===== src/rtl/pool_fmap_pingpong.sv =====
// Ping-pong capture buffer for pooled feature maps: two banks filled from a
// valid-only pixel stream, replayed in raster order over valid/ready.
module pool_fmap_pingpong #(
    parameter int MAP_DIM = 14,
    parameter int DATA_W  = 8
) (
    input  logic                     clk,
    input  logic                     rst,
    input  logic                     in_valid,
    input  logic signed [DATA_W-1:0] in_pixel,
    output logic                     out_valid,
    input  logic                     out_ready,
    output logic signed [DATA_W-1:0] out_pixel,
    output logic                     out_last,
    output logic                     frame_done,
    output logic [1:0]               bank_full,
    output logic                     overflow
);
    localparam int DEPTH  = MAP_DIM * MAP_DIM;
    localparam int ADDR_W = $clog2(DEPTH);
    localparam logic [ADDR_W-1:0] LAST_ADDR = ADDR_W'(DEPTH - 1);

    typedef enum logic [1:0] {RD_IDLE, RD_LOAD, RD_STREAM} rd_state_t;

    logic [DATA_W-1:0] mem0 [DEPTH];
    logic [DATA_W-1:0] mem1 [DEPTH];

    rd_state_t         state, state_n;
    logic              wr_bank, rd_bank;
    logic [ADDR_W-1:0] wr_addr, rd_addr, rd_addr_n, rd_idx;
    logic              wr_en, wr_last, fire;
    logic              pix_ld, valid_n, done_n, rd_free;
    logic [1:0]        bank_full_n;

    assign wr_en   = in_valid && !bank_full[wr_bank];
    assign wr_last = wr_en && (wr_addr == LAST_ADDR);
    assign fire    = out_valid && out_ready;
    assign out_last = out_valid && (rd_addr == LAST_ADDR);

    always_ff @(posedge clk) begin
        if (wr_en) begin
            if (wr_bank)
                mem1[wr_addr] <= in_pixel;
            else
                mem0[wr_addr] <= in_pixel;
        end
    end

    always_comb begin
        state_n   = state;
        rd_addr_n = rd_addr;
        rd_idx    = '0;
        pix_ld    = 1'b0;
        valid_n   = out_valid;
        done_n    = 1'b0;
        rd_free   = 1'b0;
        case (state)
            RD_IDLE: begin
                if (bank_full[rd_bank]) begin
                    rd_addr_n = '0;
                    state_n   = RD_LOAD;
                end
            end
            RD_LOAD: begin
                pix_ld  = 1'b1;
                valid_n = 1'b1;
                state_n = RD_STREAM;
            end
            RD_STREAM: begin
                if (fire) begin
                    if (rd_addr == LAST_ADDR) begin
                        valid_n = 1'b0;
                        done_n  = 1'b1;
                        rd_free = 1'b1;
                        state_n = RD_IDLE;
                    end else begin
                        rd_addr_n = rd_addr + 1'b1;
                        rd_idx    = rd_addr + 1'b1;
                        pix_ld    = 1'b1;
                    end
                end
            end
            default: state_n = RD_IDLE;
        endcase
    end

    // Set (writer) and clear (reader) always hit different bits: the writer
    // only completes a bank that was empty, the reader only frees a full one.
    always_comb begin
        bank_full_n = bank_full;
        if (wr_last)
            bank_full_n[wr_bank] = 1'b1;
        if (rd_free)
            bank_full_n[rd_bank] = 1'b0;
    end

    always_ff @(posedge clk) begin
        if (rst)
            state <= RD_IDLE;
        else
            state <= state_n;
    end

    always_ff @(posedge clk) begin
        if (rst) begin
            wr_bank    <= 1'b0;
            wr_addr    <= '0;
            rd_bank    <= 1'b0;
            rd_addr    <= '0;
            out_valid  <= 1'b0;
            out_pixel  <= '0;
            frame_done <= 1'b0;
            bank_full  <= '0;
            overflow   <= 1'b0;
        end else begin
            if (wr_en) begin
                if (wr_last) begin
                    wr_addr <= '0;
                    wr_bank <= ~wr_bank;
                end else begin
                    wr_addr <= wr_addr + 1'b1;
                end
            end
            if (in_valid && bank_full[wr_bank])
                overflow <= 1'b1;
            if (pix_ld)
                out_pixel <= rd_bank ? mem1[rd_idx] : mem0[rd_idx];
            if (rd_free)
                rd_bank <= ~rd_bank;
            rd_addr    <= rd_addr_n;
            out_valid  <= valid_n;
            frame_done <= done_n;
            bank_full  <= bank_full_n;
        end
    end
endmodule


===== config.mk =====
export PLATFORM = sky130hd
export DESIGN_NAME = pool_fmap_pingpong
export DESIGN_NICKNAME = d
export VERILOG_FILES = /design/src/rtl/pool_fmap_pingpong.sv
export SDC_FILE = /design/constraint.sdc
export NUM_CORES = 2
export LEC_CHECK = 0
export ABC_AREA = 1
export CAP_MARGIN = 20
export CORE_MARGIN = 3
export CORE_UTILIZATION = 35
export CTS_CLUSTER_SIZE = 10
export DETAILED_ROUTE_END_ITERATION = 7
export PLACE_DENSITY = 0.5
export RECOVER_POWER = 25
export SLEW_MARGIN = 25
export SYNTH_ARGS = -nofsm -noshare
export SYNTH_HDL_FRONTEND = slang
export SYNTH_SLANG_ARGS = --single-unit

===== constraint.sdc =====
create_clock -name clk -period 5.4 [get_ports clk]
set_input_delay 1.08 -clock clk [delete_from_list [all_inputs] [get_ports clk]]
set_output_delay 1.08 -clock clk [all_outputs]
set_load 0.1 [all_outputs]

==> out/metrics.cfg <==
[placed_design]
gp_congestion = 0.8397
portBuffers = 25
pre_cts_slack_ns = -0.02561
placed_area_um2 = 149700
dp_cells = 18100
hpwl_um = 258800

[power_and_ir_drop]
p_clk_share_pct = 43.1
p_int_mw = 40.05
power.density_nw_per_um2 = 321.2
switching_power_mw = 11.26
seqPwrFrac_pct = 52.9
swShare_pct = 21.95
power_frac_comb_pct = 4.0
p_leak_nw = 63.14
ir_drop_mv = 0.2229

[clock_network]
cts_made_buffers = 365
postCtsHoldBufs = 0
cts.repair.resized = 0
clock_latency_ns = 0.96
clock_path_buffers = 4
clkSlewWorstSetupHoldPaths_ns = 0.05
cts_tree = built
htree_levels = 5
cts_sinks = 3169
cts_root_buf = clkbuf_16
cts_setup_buffers = 0

[global_routing]
grt_pass1_wl_um = 652500
grt_max_degree = 146
antenna_found_initial = 17
grt_pass1_vias = 92580
overflow = 0
grt.total_usage_pct = 21.51

[critical_path]
critPathSlowestCell = dlymetal6s4s_1
worstSetupEndpointType = flip-flop
cpLargestDelayFamily = buffers and inverters
critical_path.max_stage_delay_ns = 3.16
path_buf_inv = 2
ff2ff_setup_slack_ns = 0.57
critical_path_class = primary input to flip-flop
crit_chain = dlymetal6s4s_1 > clkbuf_1
worst_setup_path_start_kind = primary input
required_ns = 5.97
arrival_ns = 5.41
worstPathMaxFanout = 80

[drt]
firstDrtPassIters = 8
wl_per_cell_um = 24.03
vias_per_cell = 5.200
vias = 96860
drtIter0Drc = 10230
drc = 0
wl_um = 447700
ant_nets = 0

[synthesis]
synth_top_area_share_pct = 67.46
synth_top_cell_by_area = edfxtp_1
synthMostInstantiatedCell = edfxtp_1
syn_area_per_cell_um2 = 10.67
seq_area_frac_synth_pct = 67.93
synthFlopType = edfxtp_1
netlist_instances = 13080
yosys-top-cells-area = edfxtp_1 67%, nand3_1 9.1%, nand2_1 6.6%
synth_common_cells = 3136 x edfxtp_1, 2535 x nand3_1, 2436 x nand2_1, 2114 x inv_1, 627 x nand4_1
async_flop_share_pct = 0
ys_types = 32
ys_warn_count = 0
syn-cell-area_um2 = 139600
ys_ff_latch = 3169
synth.net_count = 13100
synth-edff-count = 3136

[layout]
nFillCells = 37960
ff_latch_area_um2 = 94830
area_delta_synth_final_pct = 14.42
drive_gt1_share_pct = 10.29
nets = 13250
final_cells = 18630
fin_area_um2 = 159700
multi_input_area_um2 = 33130

[floorplanning]
die_area_um2 = 406400
die_height_um = 637.5
die_x_um = 637.5
start_util_pct = 35.20
ios = 26
core_area_um2 = 396500
core.rowCount = 231

[sta]
worst_slew_pin_slew_ns = 4.800
setup_ws_ns = 0.5682
setup_violations = 0
max_freq_ghz = 0.2070
max-slew-margin-rel_pct = -220.0
period_needed_ns = 4.832
hold_ws_ns = 0.4787
period_share_pct = 89.48
finalHoldViolCount = 0
finalClockSkew_ns = 0.07395
slew_violations = 561
rsz0062_at_grt = false

[run_status]
status = finished with violations
failed_checks = max-capacitance violations, max-slew violations

[min_path]
hp-class = flip-flop to flip-flop

[flow_run]
drv_cap = 8

-- kinds of logic after synthesis --
kind of cell             count (synthesis)  synth area share [%]
flip-flops                            3169                 67.93
AO/OA/AOI/OAI                          432                 1.936
adder cells (fa/ha/maj)                  8               0.07171
buffers and inverters                 3061                 8.710
XOR/XNOR                                 5               0.03137
AND/OR/NAND/NOR                       6402                 21.32
-- stage by stage --
stage	util, %	setup TNS (ns)	total power [mW]
2_1_floorplan	-	0	28.52
3_3_place_gp	37.67	-0.1798	29.69
3_5_place_dp	37.74	-0.04983	29.70
4_1_cts	40.29	0	51.76
5_1_grt	40.28	0	52.80
6_report	40.28	0	51.31
-- cell usage in the layout, fill, tap and decap left out, types with 6 or more instances in the layout --
cell             instances
clkinv_1                15
a21oi_1                 43
diode_2                  8
dfxtp_1                 33
edfxtp_1              3136
inv_6                    9
clkbuf_16              370
nand3_4                 11
nor3_1                 331
o21ai_0                158
clkinv_8                 6
or2_2                  183
buf_12                 131
ha_1                     8
nor2_1                 226
clkbuf_1               112
nand2_1               2419
nor3_2                  55
buf_4                  557
inv_8                    6
a31oi_1                 18
nand2_4                  9
clkinv_2                 6
nand2_2                  8
nand4_1                627
clkdlybuf4s50_1         15
nand3_1               2525
o211ai_1               199
inv_1                 2111
-- flip-flops by register name, indices dropped and copies added (netlist names) --
name / flops
state: 2
overflow: 1
out_valid: 1
mem1: 1568
frame_done: 1
rd_addr: 8
rd_bank: 1
wr_bank: 1
mem0: 1568
wr_addr: 8
out_pixel: 8
bank_full: 2
-- power by group through the flow --
| stage | Combinational [mW] | Clock, mW | Sequential [mW] |
|---|---|---|---|
| 6_report | 2.07 | 22.1 | 27.1 |
| 5_1_grt | 2.23 | 23.4 | 27.1 |
| 4_1_cts | 2.08 | 22.6 | 27.1 |
| 3_5_place_dp | 2.08 | 0 | 27.6 |
| 3_3_place_gp | 2.07 | 0 | 27.6 |
| 2_1_floorplan | 0.858 | 0 | 27.7 |
-- final timing paths --
kind         cells past startpoint               startpoint                        end
min                              2    overflow$_SDFFE_PP0P_      overflow$_SDFFE_PP0P_
min reg2reg                      2    overflow$_SDFFE_PP0P_      overflow$_SDFFE_PP0P_
max                              2              in_pixel[6]     mem1[148][6]$_DFFE_PP_
max reg2reg                     18  rd_addr[0]$_SDFFE_PP0P_  out_pixel[5]$_SDFFE_PP0P_
-- worst reg2reg max path, delay by kind of cell, from the launching register on --
family	cells	cell delay (ns)
and+or+nand+nor	13	2.16
buffers and inverters	2	0.98
AOI/OAI and AO/OA	2	0.75
DFF	1	0.49
adders and majority gates	1	0.29
-- cell type report --
type                       instances  share of cell area (%)
antenna                            8                 0.01253
multi-input combinational       6847                   20.74
sequential                      3169                   59.37
inverter                        2122                   5.017
clock inverter                    42                  0.2750
timing repair buffer             721                   4.422
tap                             5242                   4.106
clock buffer                     475                   6.056
-- per-layer routing --
metal,part of all wire (%),wire length (µm),GRT usage [%],up-vias
met4,2.9,13170,6.200,4
li1,-,-,-,44890
met1,43,194600,30.03,48040
met5,0.0054,24,0,-
met2,47,210600,35.00,3314
met3,6.5,29200,2.860,617
Note: power is estimated with default switching activity, not from simulation.
